[config.mk]
export PLATFORM = sky130hd
export DESIGN_NAME = dds_wave_gen_flat
export DESIGN_NICKNAME = d
export VERILOG_FILES = /design/src/rtl/dds_wave_gen_pkg.sv /design/src/rtl/dds_wave_gen_if.sv /design/src/rtl/dds_wave_shaper.sv /design/src/rtl/dds_wave_gen.sv /design/src/flat_wrapper.sv
export SDC_FILE = /design/constraint.sdc
export NUM_CORES = 1
export LEC_CHECK = 0
export ABC_AREA = 1
export CORE_MARGIN = 2
export CORE_UTILIZATION = 37
export CTS_BUF_LIST = sky130_fd_sc_hd__clkbuf_4
export DETAILED_ROUTE_END_ITERATION = 6
export GPL_TIMING_DRIVEN = 0
export PLACE_DENSITY = 0.51
export SYNTH_ARGS = -nofsm -noshare
export SYNTH_HDL_FRONTEND = slang
export SYNTH_HIERARCHICAL = 1
export SYNTH_SLANG_ARGS = --single-unit
[constraint.sdc]
create_clock -name clk -period 2.6 [get_ports clk]
set_input_delay 0.26 -clock clk [delete_from_list [all_inputs] [get_ports clk]]
set_output_delay 0.26 -clock clk [all_outputs]
set_load 0.005 [all_outputs]
[src/rtl/dds_wave_gen_pkg.sv]
// dds_pkg: shared mode codes, FSM state encoding and the mode type for the
// phase-accumulator waveform generator (dds_wave_gen).
package dds_pkg;

    typedef logic [1:0] mode_t;

    localparam mode_t MODE_SAW = 2'd0;
    localparam mode_t MODE_TRI = 2'd1;
    localparam mode_t MODE_SQR = 2'd2;
    localparam mode_t MODE_DC  = 2'd3;

    typedef enum logic [1:0] {
        IDLE    = 2'd0,
        RUN     = 2'd1,
        PENDING = 2'd2
    } state_t;

endpackage

[src/rtl/dds_wave_gen_if.sv]
// dds_wave_gen_if: configuration port of dds_wave_gen.
// Handshake: a transfer happens on a rising clk edge where cfg_valid and
// cfg_ready are both high; cfg_step/cfg_phase/cfg_mode are sampled on that
// edge. cfg_valid while cfg_ready is low is simply ignored (no queueing), so
// the master may drop or change its offer at any time.
interface dds_wave_gen_if
    import dds_pkg::*;
#(
    parameter int ACC_W   = 32,
    parameter int PHASE_W = 12
);
    logic               cfg_valid;
    logic               cfg_ready;
    logic [ACC_W-1:0]   cfg_step;
    logic [PHASE_W-1:0] cfg_phase;
    mode_t              cfg_mode;

    modport master (
        output cfg_valid, cfg_step, cfg_phase, cfg_mode,
        input  cfg_ready
    );

    modport slave (
        input  cfg_valid, cfg_step, cfg_phase, cfg_mode,
        output cfg_ready
    );
endinterface

[src/rtl/dds_wave_shaper.sv]
// dds_wave_shaper: maps a registered phase word to an output sample
// (saw / triangle / square / DC midscale) and holds it in the stage-2
// register. The register only loads for samples from enabled cycles.
module dds_wave_shaper
    import dds_pkg::*;
#(
    parameter int ACC_W = 32,
    parameter int OUT_W = 16
) (
    input  logic             clk,
    input  logic             reset,
    input  logic             en_i,
    input  logic [ACC_W-1:0] p_i,
    input  mode_t            mode_i,
    output logic [OUT_W-1:0] wave_o
);
    logic             msb;
    logic [OUT_W-1:0] saw;
    logic [OUT_W-1:0] tri_t;
    logic [OUT_W-1:0] shaped;
    logic [OUT_W-1:0] wave_q;

    // Phase-to-amplitude mapping taken straight from the phase bits.
    always_comb begin
        shaped = '0;
        msb    = p_i[ACC_W-1];
        saw    = p_i[ACC_W-1 -: OUT_W];
        tri_t  = p_i[ACC_W-2 -: OUT_W];
        case (mode_i)
            MODE_SAW: shaped = saw;
            MODE_TRI: shaped = msb ? ~tri_t : tri_t;
            MODE_SQR: shaped = {OUT_W{msb}};
            default:  shaped = {1'b1, {(OUT_W-1){1'b0}}};
        endcase
    end

    // Phase bits below the triangle slice never reach the output.
    generate
        if (ACC_W > OUT_W + 1) begin : g_low_bits
            logic unused_low;
            assign unused_low = ^p_i[ACC_W-OUT_W-2:0];
        end
    endgenerate

    // Stage 2: hold the last sample while no enabled sample arrives.
    always_ff @(posedge clk) begin
        if (reset) begin
            wave_q <= '0;
        end else if (en_i) begin
            wave_q <= shaped;
        end
    end

    assign wave_o = wave_q;
endmodule

[src/rtl/dds_wave_gen.sv]
// dds_wave_gen: phase-accumulator waveform generator with a valid/ready
// config port. New step/phase/mode land glitch-free at an accumulator wrap.
// Optional build macro DDS_SYNC_OUT_EN adds the sync_out pulse output.
module dds_wave_gen
    import dds_pkg::*;
#(
    parameter int ACC_W   = 32,
    parameter int PHASE_W = 12,
    parameter int OUT_W   = 16
) (
    input  logic             clk,
    input  logic             reset,
    input  logic             enable,
    dds_wave_gen_if.slave    cfg,
    output logic [OUT_W-1:0] wave_out,
    output logic             out_valid,
    output state_t           state_o
`ifdef DDS_SYNC_OUT_EN
    ,
    output logic             sync_out
`endif
);
    logic [ACC_W-1:0]   acc_q;
    logic [ACC_W-1:0]   step_q;
    logic [PHASE_W-1:0] phase_q;
    mode_t              mode_q;
    logic [ACC_W-1:0]   sh_step_q;
    logic [PHASE_W-1:0] sh_phase_q;
    mode_t              sh_mode_q;
    logic               cfg_ready_q;
    state_t             state_q;

    logic [ACC_W-1:0]   p1_q;
    mode_t              mode1_q;
    logic               en1_q;
    logic               out_valid_q;

    logic [ACC_W:0]     sum;
    logic [ACC_W-1:0]   phase_ext;
    logic               xfer;
    logic               wrap;
    logic               pend_apply;
    logic               direct_apply;

    // Carry out of acc+step marks a wrap; pending configs may only land then
    // (or at once when a wrap can no longer happen).
    always_comb begin
        sum          = {1'b0, acc_q} + {1'b0, step_q};
        phase_ext    = {phase_q, {(ACC_W-PHASE_W){1'b0}}};
        xfer         = cfg.cfg_valid & cfg_ready_q;
        wrap         = enable & sum[ACC_W];
        pend_apply   = (state_q == PENDING) & (~enable | wrap | (step_q == '0));
        direct_apply = (state_q != PENDING) & ~enable & xfer;
    end

    // Accumulator, config shadow/active registers and the handshake FSM.
    always_ff @(posedge clk) begin
        if (reset) begin
            acc_q       <= '0;
            step_q      <= '0;
            phase_q     <= '0;
            mode_q      <= MODE_SAW;
            sh_step_q   <= '0;
            sh_phase_q  <= '0;
            sh_mode_q   <= MODE_SAW;
            cfg_ready_q <= 1'b1;
            state_q     <= IDLE;
        end else begin
            if (enable) begin
                acc_q <= sum[ACC_W-1:0];
            end
            if (pend_apply) begin
                step_q      <= sh_step_q;
                phase_q     <= sh_phase_q;
                mode_q      <= sh_mode_q;
                cfg_ready_q <= 1'b1;
                state_q     <= enable ? RUN : IDLE;
            end else if (direct_apply) begin
                step_q  <= cfg.cfg_step;
                phase_q <= cfg.cfg_phase;
                mode_q  <= cfg.cfg_mode;
                state_q <= IDLE;
            end else if (state_q != PENDING) begin
                if (enable && xfer) begin
                    sh_step_q   <= cfg.cfg_step;
                    sh_phase_q  <= cfg.cfg_phase;
                    sh_mode_q   <= cfg.cfg_mode;
                    cfg_ready_q <= 1'b0;
                    state_q     <= PENDING;
                end else begin
                    state_q <= enable ? RUN : IDLE;
                end
            end
        end
    end

    // Stage 1: register the offset phase and its mode; track sample validity.
    always_ff @(posedge clk) begin
        if (reset) begin
            p1_q        <= '0;
            mode1_q     <= MODE_SAW;
            en1_q       <= 1'b0;
            out_valid_q <= 1'b0;
        end else begin
            p1_q        <= acc_q + phase_ext;
            mode1_q     <= mode_q;
            en1_q       <= enable;
            out_valid_q <= en1_q;
        end
    end

    dds_wave_shaper #(
        .ACC_W(ACC_W),
        .OUT_W(OUT_W)
    ) u_shaper (
        .clk   (clk),
        .reset (reset),
        .en_i  (en1_q),
        .p_i   (p1_q),
        .mode_i(mode1_q),
        .wave_o(wave_out)
    );

    assign cfg.cfg_ready = cfg_ready_q;
    assign out_valid     = out_valid_q;
    assign state_o       = state_q;

`ifdef DDS_SYNC_OUT_EN
    logic mark_q;
    logic sync1_q;
    logic sync_q;

    // Tag the first accumulator value after a wrap or apply and carry the
    // tag alongside its sample through both pipeline stages.
    always_ff @(posedge clk) begin
        if (reset) begin
            mark_q  <= 1'b0;
            sync1_q <= 1'b0;
            sync_q  <= 1'b0;
        end else begin
            mark_q  <= enable ? (wrap | pend_apply | direct_apply)
                              : (mark_q | pend_apply | direct_apply);
            sync1_q <= mark_q & enable;
            sync_q  <= sync1_q;
        end
    end

    assign sync_out = sync_q;
`endif
endmodule

[src/flat_wrapper.sv]
// flat-port wrapper written by rule: the top's interface ports become plain ports
module dds_wave_gen_flat import dds_pkg::*;
#(
    parameter int ACC_W   = 32,
    parameter int PHASE_W = 12,
    parameter int OUT_W   = 16
)
  (clk, reset, enable, wave_out, out_valid, state_o, cfg_cfg_valid, cfg_cfg_step, cfg_cfg_phase, cfg_cfg_mode, cfg_cfg_ready);
  dds_wave_gen_if #(.ACC_W(ACC_W), .PHASE_W(PHASE_W)) cfg_i ();
  input  logic clk;
  input  logic reset;
  input  logic enable;
  output logic [OUT_W-1:0] wave_out;
  output logic out_valid;
  output state_t state_o;
  input wire logic [$bits(cfg_i.cfg_valid)-1:0] cfg_cfg_valid;
  input wire logic [$bits(cfg_i.cfg_step)-1:0] cfg_cfg_step;
  input wire logic [$bits(cfg_i.cfg_phase)-1:0] cfg_cfg_phase;
  input wire logic [$bits(cfg_i.cfg_mode)-1:0] cfg_cfg_mode;
  output wire logic [$bits(cfg_i.cfg_ready)-1:0] cfg_cfg_ready;
  assign cfg_i.cfg_valid = cfg_cfg_valid;
  assign cfg_i.cfg_step = cfg_cfg_step;
  assign cfg_i.cfg_phase = cfg_cfg_phase;
  assign cfg_i.cfg_mode = cfg_cfg_mode;
  assign cfg_cfg_ready = cfg_i.cfg_ready;
  dds_wave_gen #(.ACC_W(ACC_W), .PHASE_W(PHASE_W), .OUT_W(OUT_W)) u_core (.clk(clk), .reset(reset), .enable(enable), .cfg(cfg_i), .wave_out(wave_out), .out_valid(out_valid), .state_o(state_o));
endmodule
After elaboration in Yosys (flattened, before gate mapping)
Index checks and enable logic that the tools add are counted.
{ "classes": {"eq_ne": 4, "reduce_logical": 8, "bitwise": 11, "add_sub_neg": 2, "muxes": 13} }
{ "op_table": {"columns": ["op", "count"], "rows": [
  ["32-bit 2-to-1 mux", 2],
  ["16-bit one-hot mux with 3 select lines", 1],
  ["32-bit by 32-bit adder with 33-bit output", 1],
  ["32-bit adder", 1],
  ["32-bit zero test", 1],
  ["12-bit 2-to-1 mux", 2],
  ["16-bit 2-to-1 mux", 1],
  ["16-bit NOT", 1],
  ["2-bit 2-to-1 mux", 6],
  ["1-bit AND", 5],
  ["2-bit equality test, second input constant", 2],
  ["4-bit AND reduction", 1],
  ["1-bit NOT", 3],
  ["3-bit AND reduction", 1],
  ["3-bit nonzero test", 1],
  ["2-bit by 1-bit equality test with 1-bit output, second input constant", 1],
  ["2-bit zero test", 1],
  ["2-bit inequality test, second input constant", 1],
  ["1-bit OR", 2],
  ["2-bit nonzero test", 1],
  ["2-bit OR reduction", 1],
  ["1-bit logical AND", 1],
  ["1-bit 2-to-1 mux", 1]
]} }
{ "totals": {"in_bits": 50, "output_inout_bits": 20, "ff_bits": 179} }

Longest topological paths before layout
Gate-level depths: netlist of run 1.
{ "depth": {"depth_word": 7, "mapped_depth": 17, "depth_no_buf": 16} }

Modules after synthesis
The synthesis of run 1 kept the hierarchy.
{ "by_module_without_submodules": {"columns": ["module", "cells_per_inst", "seq_area_each_um2", "instances", "area_each_um2"], "rows": [
  ["dds_wave_gen", 1287, 3263.1, 1, 8782.2],
  ["dds_wave_shaper", 202, 320.3, 1, 1168.6]
]} }

Least setup slack after synthesis of run 1
No wires, ideal clock.
{ "synth_path": {"path_type": "reg2reg", "startpoint": "register u_core.step_q[0]", "endpoint": "register u_core.phase_q[0]", "synth_period_minus_slack_ns": 2.199, "stages_incl_launch_ff": 16, "t_arrival_ns": 2.067, "required_time_ns": 2.468, "setup_slack_ns": 0.401, "setup_ns": 0.132, "path_cell_list": "dfxtp_1 -> ha_1 -> fa_1 -> nand3_1 -> nand3_2 -> nand2_1 -> nand2_2 -> nand2_1 -> nand2_2 -> nand2_1 -> nand3_2 -> nand2_2 -> clkbuf_1 -> nand2_1 -> nand2_1 -> a21oi_1"} }
{ "synth_via": {"elab_chain_cells": 6} }
{ "synth_rtl": {"columns": ["item", "line", "text"], "rows": [
  ["from (decl)", "dds_wave_gen.sv:24", "logic [ACC_W-1:0] step_q;"],
  ["from (signal assigned)", "dds_wave_gen.sv:73", "step_q <= sh_step_q;"],
  ["from (signal assigned)", "dds_wave_gen.sv:79", "step_q <= cfg.cfg_step;"],
  ["32-bit by 32-bit adder with 33-bit output", "dds_wave_gen.sv:48", "sum = {1'b0, acc_q} + {1'b0, step_q};"],
  ["1-bit AND", "dds_wave_gen.sv:51", "wrap = enable & sum[ACC_W];"],
  ["1-bit OR", "dds_wave_gen.sv:52", "pend_apply = (state_q == PENDING) & (~enable | wrap | (step_q == '0));"],
  ["1-bit OR (*)", "dds_wave_gen.sv:52", null],
  ["1-bit AND (*)", "dds_wave_gen.sv:52", null],
  ["12-bit 2-to-1 mux or 2-bit nonzero test (tied branches)", null, null],
  ["to (signal assigned)", "dds_wave_gen.sv:74", "phase_q <= sh_phase_q;"],
  ["to (signal assigned)", "dds_wave_gen.sv:80", "phase_q <= cfg.cfg_phase;"],
  ["to (decl)", "dds_wave_gen.sv:25", "logic [PHASE_W-1:0] phase_q;"]
]} }
Mark *: on every way between the ends. The rest lies on a longest branch, timed or not.
A chain may end at the register's enable or synchronous reset.

Final worst setup path of run 1
{ "layout_path": {"startpoint": "register u_core.step_q[0]", "endpoint": "register u_core.state_q[1] (netlist: u_core/state_o[1])"} }
{ "layout_via": {"elab_chain_cells": 6} }
{ "layout_rtl": {"columns": ["item", "line", "text"], "rows": [
  ["32-bit by 32-bit adder with 33-bit output", "dds_wave_gen.sv:48", null],
  ["1-bit AND", "dds_wave_gen.sv:51", null],
  ["1-bit OR", "dds_wave_gen.sv:52", null],
  ["1-bit OR (*)", "dds_wave_gen.sv:52", null],
  ["1-bit AND (*)", "dds_wave_gen.sv:52", null],
  ["3-bit nonzero test (no line) or 2-bit 2-to-1 mux (tied branches)", null, null],
  ["to (signal assigned)", "dds_wave_gen.sv:77", "state_q <= enable ? RUN : IDLE;"],
  ["to (signal assigned)", "dds_wave_gen.sv:91", "state_q <= enable ? RUN : IDLE;"],
  ["to (decl)", "dds_wave_gen.sv:31", "state_t state_q;"]
]} }
Marked as above.

==> impl_metrics.env, run 1 <==
export IMPL_status="finished clean"
export IMPL_wire_per_inst_um=14.8
export IMPL_r2r_cells=15
export IMPL_netlist_area_sq_um=9650
export IMPL_finalClockSkew_ns=0.0337
export IMPL_finalPower_w=0.00598
export IMPL_wl_um=28400
export IMPL_cts_tree="yes"
export IMPL_synth_fp_nets=1569
export IMPL_port_buffers=68
export IMPL_min_path_cells=5
export IMPL_path_delay_family="simple AND/OR/NAND/NOR gates"
export IMPL_max_cap_violations=0
export IMPL_holdPathEnd="u_core/acc_q[31]$_SDFFE_PP0P_"
export IMPL_synth_cells=1474
export IMPL_antenna_found_initial=1
export IMPL_r2r_slack_ns=0.14
export IMPL_clock_sinks=164
export IMPL_die_y_um=166
export IMPL_path_cells="ha_2 > fa_2 > nand3_1 > nand3_2 > nand2_2 > nand2_2 > nand2_2 > nand2_2 > nand2_2 > nand3_4 > nand2_8 > buf_8 > buf_8 > nand3_2 > a21oi_2"
export IMPL_critical_path_max_stage_delay_ns=0.41
export IMPL_met3WireLength_um=788
export IMPL_critical_path_max_fanout=6
export IMPL_hold_buffers=0
export IMPL_p_comb_share_pct=24.8
export IMPL_setup_slack_ns=0.139
export IMPL_cts_made_buffers=17
export IMPL_dp_hpwl_um=22200
export IMPL_p_int_w=0.00384
export IMPL_die_w_um=166
export IMPL_fillers=2835
export IMPL_powerDensity_nw_per_um2=531
export IMPL_grt_max_degree=18
export IMPL_route_detailed_drc=0
export IMPL_worst_slew_pin_slew_ns=0.705
export IMPL_cp_common_cell="nand2_2"
export IMPL_wl_met2_um=12800
export IMPL_final_cells=1924
export IMPL_avgSynthCellArea_sq_um=6.55
export IMPL_syn2layout_area_growth_pct=16.7
export IMPL_cts_buffer_depth=2
export IMPL_end_kind="flop"
export IMPL_num_vias=9226
export IMPL_slew_viol_final=0
export IMPL_wl_met1_um=14500
export IMPL_track_usage_pct=21.3
export IMPL_seq_power_share_pct=48.2
export IMPL_h_tree_depth=4
export IMPL_leakagePower_nw=5.16
export IMPL_r2r_start="u_core/step_q[0]$_SDFFE_PP0P_"
export IMPL_grt_pass1_wl_um=45300
export IMPL_drt_iter0_markers=488
export IMPL_power_switching_share_pct=35.8
export IMPL_period_share_pct=94.7
export IMPL_worstPathArrival_ns=2.95
export IMPL_peakVddDrop_v=0.000241
export IMPL_cts_root_buffer="clkbuf_4"
export IMPL_initial_core_util_pct=37.4
export IMPL_p_switching_w=0.00214
export IMPL_slew_headroom_pct=53.0
export IMPL_drt_pre_antenna_iters=5
export IMPL_slowest_stage="fa_2"
export IMPL_clockPowerShare_pct=27.0
export IMPL_grt_overflow=0
export IMPL_cp_required_ns=3.09
export IMPL_startpoint_type="flop"
export IMPL_crit_buf_inv=2
export IMPL_coreArea_sq_um=25800
export IMPL_top_layer_used="met4"
export IMPL_drive_above_1_share_pct=7.83
export IMPL_dieArea_sq_um=27400
export IMPL_ios=70
export IMPL_vias_per_cell=4.80
export IMPL_finalCriticalPeriod_ns=2.46
export IMPL_hold_class="primary input to flop"
export IMPL_holdCritStartpoint="enable"
export IMPL_max_freq_mhz=406
export IMPL_nets=1666
export IMPL_ant_nets=0
export IMPL_crit_type="flop to flop"
export IMPL_grt_pass1_vias=8432
export IMPL_yosys_warnings=6
export IMPL_clk_pin_slew_ns=0.15
export IMPL_place_congestion=0.887
export IMPL_setup_viol=0
export IMPL_rows=59
export IMPL_reg2reg_to="u_core/state_o[1]$_SDFFE_PP0P_"
export IMPL_dp_cells=1877
export IMPL_hold_violations=0
export IMPL_clock_latency_ns=0.58
export IMPL_pre_cts_slack_ns=-0.329
## worst max-delay path by stage
stage | startpoint | end | slack (ns) | cells past startpoint
floorplan | u_core/step_q[0]$_SDFFE_PP0P_ | u_core/phase_q[0]$_SDFFE_PP0P_ | 0.40 | 15
global placement | u_core/step_q[0]$_SDFFE_PP0P_ | u_core/phase_q[10]$_SDFFE_PP0P_ | -0.36 | 15
detailed placement | u_core/step_q[0]$_SDFFE_PP0P_ | u_core/phase_q[10]$_SDFFE_PP0P_ | -0.33 | 15
CTS | u_core/acc_q[0]$_SDFFE_PP0P_ | u_core/state_o[0]$_SDFFE_PP0P_ | 0.01 | 16
global route | u_core/acc_q[0]$_SDFFE_PP0P_ | u_core/step_q[14]$_SDFFE_PP0P_ | -0.01 | 15
finish | u_core/step_q[0]$_SDFFE_PP0P_ | u_core/state_o[1]$_SDFFE_PP0P_ | 0.14 | 15
## power by group through the flow
| stage | registers [W] | logic [W] | clock network [W] |
|---|---|---|---|
| final | 0.00288 | 0.00148 | 0.00161 |
| after CTS | 0.00288 | 0.00145 | 0.00169 |
| after global routing | 0.00291 | 0.00169 | 0.00179 |
| after detailed placement | 0.00294 | 0.00144 | 0 |
| after floorplan | 0.00288 | 0.00102 | 0 |
| after global placement | 0.00293 | 0.00143 | 0 |
## final cells by class
cell class              count  area [sq um]  share of cell area, %
well taps                 335           419                   3.72
clock inverters            14           160                   1.42
multi-input cells        1044          5290                   47.0
diodes                      5          12.5                  0.111
repair buffers             78           808                   7.18
flip-flops and latches    164          3280                   29.2
inverters                 195           732                   6.50
plain buffers              71           418                   3.71
clock buffers              18           135                   1.20
## tightest hold or removal path: cells and delay by family
family                 cells  cell delay, ns
buffers and inverters      2            0.22
and+or+nand+nor            3            0.22
## cell usage in the layout (no fill, tap or decap), types with 13 or more instances in the layout
master / instances
a21oi_2: 16
inv_1: 189
a21oi_1: 152
o22ai_1: 15
nor2_1: 121
clkbuf_1: 40
nand2_1: 394
clkbuf_4: 19
nand3_1: 132
nand3_2: 13
xor2_1: 16
o21ai_0: 83
clkdlybuf4s50_1: 68
ha_1: 42
dfxtp_1: 163
## timing repair
item,CTS,global route
setup buffers,0,7
endpoints found under the setup margin,22,53
pin swaps,0,7
gates cloned,0,3
gates resized for setup,6,20
## stage by stage
stage	cell area [sq um]	hold WS, ns	util [%]	TNS (ns)
6_report	11300	0.161	43.6	0
5_1_grt	11300	0.132	43.6	-0.0238
4_1_cts	11100	0.0940	42.8	0
3_5_place_dp	10800	0.420	41.6	-4.75
3_3_place_gp	10800	0.422	41.6	-5.17
2_1_floorplan	9650	0.329	-	0
## registers in the layout (all words and copies together), names as in the netlist, 12 cells and up
name	count
u_core/p1_q	17
u_core/sh_step_q	32
u_core/phase_q	12
u_core/step_q	32
u_core/acc_q	32
u_core/u_shaper/wave_o	16
u_core/sh_phase_q	12
## per-layer routing
metal / up-vias / GRT usage, %
li1: 4930 / -
met2: 163 / 34.1
met1: 4115 / 30.4
met5: - / 0
met4: 0 / 5.05
met3: 18 / 2.95
Note: power is estimated with default switching activity, not from simulation.
==> run 2, diff against run 1 <==
--- a/config.mk
+++ b/config.mk
@@ -10,6 +10,7 @@
 export CORE_UTILIZATION = 37
 export CTS_BUF_LIST = sky130_fd_sc_hd__clkbuf_4
 export DETAILED_ROUTE_END_ITERATION = 6
+export GPL_ROUTABILITY_DRIVEN = 0
 export GPL_TIMING_DRIVEN = 0
 export PLACE_DENSITY = 0.51
 export SYNTH_ARGS = -nofsm -noshare
==> run 2 against run 1 <==
Power is 1.6% lower. Final cell count is 0.62% lower. Sequential share of layout area is 0.47 points higher. Register-to-register slack hardly changed. Fmax is 0.14% lower. Design area is 1.6% lower. First-iteration DRC count is 7.2% higher. Die area stayed put. Clock power is 3% lower. Routed wire length is 1.5% lower. Largest power group unchanged.
==> impl_metrics.env, run 2 (same netlist as run 1, synthesis figures left out) <==
export IMPL_status="finished clean"
export IMPL_grt_overflow=0
export IMPL_cts_buffer_depth=2
export IMPL_reg2reg_to="u_core/step_q[30]$_SDFFE_PP0P_"
export IMPL_grt_max_degree=17
export IMPL_slew_viol_final=0
export IMPL_r2r_slack_ns=0.14
export IMPL_track_usage_pct=21.0
export IMPL_syn2layout_area_growth_pct=14.9
export IMPL_setup_viol=0
export IMPL_vias_per_cell=4.78
export IMPL_stdcell_area_sq_um=11100
export IMPL_p_comb_share_pct=24.5
export IMPL_register_area_sq_um=3280
export IMPL_clock_sinks=164
export IMPL_rsz0062_at_grt="no"
export IMPL_pre_cts_slack_ns=-0.348
export IMPL_largestRegisters="u_core/acc_q: 32 flops, u_core/sh_step_q: 32 flops, u_core/step_q: 32 flops"
export IMPL_initial_core_util_pct=37.4
export IMPL_route_detailed_drc=0
export IMPL_drt_iter0_markers=523
export IMPL_setup_slack_ns=0.136
export IMPL_holdPathEnd="u_core/acc_q[20]$_SDFFE_PP0P_"
export IMPL_dieArea_sq_um=27400
export IMPL_clockPowerShare_pct=26.5
export IMPL_cp_required_ns=3.02
export IMPL_cts_made_buffers=17
export IMPL_drt_pre_antenna_iters=4
export IMPL_worstPathArrival_ns=2.89
export IMPL_antenna_found_initial=1
export IMPL_h_tree_depth=4
export IMPL_critical_path_max_stage_delay_ns=0.38
export IMPL_nets=1657
export IMPL_mostFrequentLayoutCells="396 x nand2_1, 189 x inv_1, 163 x dfxtp_1"
export IMPL_holdCritStartpoint="enable"
export IMPL_wire_per_inst_um=14.6
export IMPL_leakagePower_nw=5.09
export IMPL_grt_pass1_wl_um=44800
export IMPL_end_kind="flop"
export IMPL_grt_pass1_vias=8387
export IMPL_multiInputGateArea_sq_um=5270
export IMPL_r2r_start="u_core/step_q[0]$_SDFFE_PP0P_"
export IMPL_dp_hpwl_um=22100
export IMPL_p_int_w=0.00380
export IMPL_crit_type="flop to flop"
export IMPL_rows=59
export IMPL_cts_tree="yes"
export IMPL_min_path_cells=5
export IMPL_r2r_cells=15
export IMPL_max_freq_mhz=406
export IMPL_clk_pin_slew_ns=0.14
export IMPL_clock_latency_ns=0.58
export IMPL_die_y_um=166
export IMPL_power_switching_share_pct=35.4
export IMPL_die_w_um=166
export IMPL_hold_class="primary input to flop"
export IMPL_drive_above_1_share_pct=6.92
export IMPL_tns_ns=0
export IMPL_num_vias=9132
export IMPL_critical_path_max_fanout=10
export IMPL_hold_violations=0
export IMPL_seq_power_share_pct=49.0
export IMPL_coreArea_sq_um=25800
export IMPL_final_common_cell="nand2_1"
export IMPL_hold_buffers=0
export IMPL_startpoint_type="flop"
export IMPL_max_cap_violations=0
export IMPL_path_cells="ha_1 > fa_2 > nand3_1 > nand3_2 > nand2_1 > nand2_2 > nand2_1 > nand2_2 > nand2_2 > nand3_4 > nand2_4 > buf_2 > nand2_1 > nand2_1 > a21oi_1"
export IMPL_worst_slew_pin_slew_ns=0.705
export IMPL_ant_nets=0
export IMPL_finalClockSkew_ns=0.0393
export IMPL_finalCriticalPeriod_ns=2.46
export IMPL_p_switching_w=0.00208
export IMPL_final_cells=1912
export IMPL_powerDensity_nw_per_um2=531
export IMPL_slowest_stage="fa_2"
export IMPL_period_share_pct=94.8
export IMPL_cts_root_buffer="clkbuf_4"
export IMPL_cp_common_cell="nand2_1"
export IMPL_fillers=2867
export IMPL_port_buffers=68
export IMPL_wl_um=28000
export IMPL_ios=70
export IMPL_peakVddDrop_v=0.000249
export IMPL_dp_cells=1877
export IMPL_finalHoldWorstSlack_ns=0.170
export IMPL_slew_headroom_pct=52.8
export IMPL_placedInstanceArea_sq_um=10800
==> run 2: worst max-delay path: cells and delay by family (launching register included) <==
family / cells / cell delay [ns]
and+or+nand+nor: 11 / 1.07
buffers and inverters: 1 / 0.23
DFF: 1 / 0.36
AOI/OAI and AO/OA: 1 / 0.08
adders and majority gates: 2 / 0.59
==> run 2: metrics by stage <==
| stage | power, W | util, % |
|---|---|---|
| floorplan | 0.00390 | - |
| global placement | 0.00436 | 41.6 |
| detailed placement | 0.00437 | 41.6 |
| CTS | 0.00597 | 42.8 |
| global route | 0.00628 | 42.9 |
| finish | 0.00589 | 42.9 |
==> run 2: repair_timing <==
item / 4_1_cts / 5_1_grt
setup endpoints to repair: 24 / 56
pin swaps: 0 / 1
resized for setup: 8 / 9
buffers inserted: 0 / 1
==> run 2: worst max path at each step <==
stage | startpoint | end | slack [ns] | cells after the start
after floorplan | u_core/step_q[0]$_SDFFE_PP0P_ | u_core/phase_q[0]$_SDFFE_PP0P_ | 0.40 | 15
after global placement | u_core/step_q[0]$_SDFFE_PP0P_ | u_core/phase_q[10]$_SDFFE_PP0P_ | -0.34 | 15
after detailed placement | u_core/step_q[0]$_SDFFE_PP0P_ | u_core/phase_q[10]$_SDFFE_PP0P_ | -0.35 | 15
after CTS | u_core/step_q[0]$_SDFFE_PP0P_ | u_core/step_q[17]$_SDFFE_PP0P_ | 0.006 | 15
after global routing | u_core/step_q[0]$_SDFFE_PP0P_ | u_core/step_q[24]$_SDFFE_PP0P_ | 0.007 | 15
final | u_core/step_q[0]$_SDFFE_PP0P_ | u_core/step_q[30]$_SDFFE_PP0P_ | 0.14 | 15
==> run 2: layout make-up <==
| type | instances | area share (%) |
|---|---|---|
| clock inverter | 14 | 1.26 |
| inverter | 195 | 6.60 |
| multi-input combinational | 1044 | 47.5 |
| sequential | 164 | 29.6 |
| tap | 335 | 3.78 |
| buffer | 71 | 3.73 |
| timing repair buffer | 69 | 6.21 |
| clock buffer | 18 | 1.22 |
| antenna | 2 | 0.0452 |
==> run 2: power by group through the flow <==
stage	Combinational, W	Sequential (W)	Clock (W)
3_5_place_dp	0.00143	0.00294	0
6_report	0.00144	0.00288	0.00156
5_1_grt	0.00164	0.00291	0.00173
2_1_floorplan	0.00102	0.00288	0
4_1_cts	0.00144	0.00288	0.00164
3_3_place_gp	0.00142	0.00293	0
==> run 2: layer usage <==
metal | part of all wire, % | wire, um | GRT usage [%] | up-vias
li1 | - | - | - | 4915
met3 | 2.9 | 801 | 2.70 | 16
met1 | 51 | 14300 | 29.8 | 4062
met5 | 0 | 0 | 0 | -
met2 | 45 | 12700 | 34.3 | 139
met4 | 0.81 | 226 | 4.47 | 0
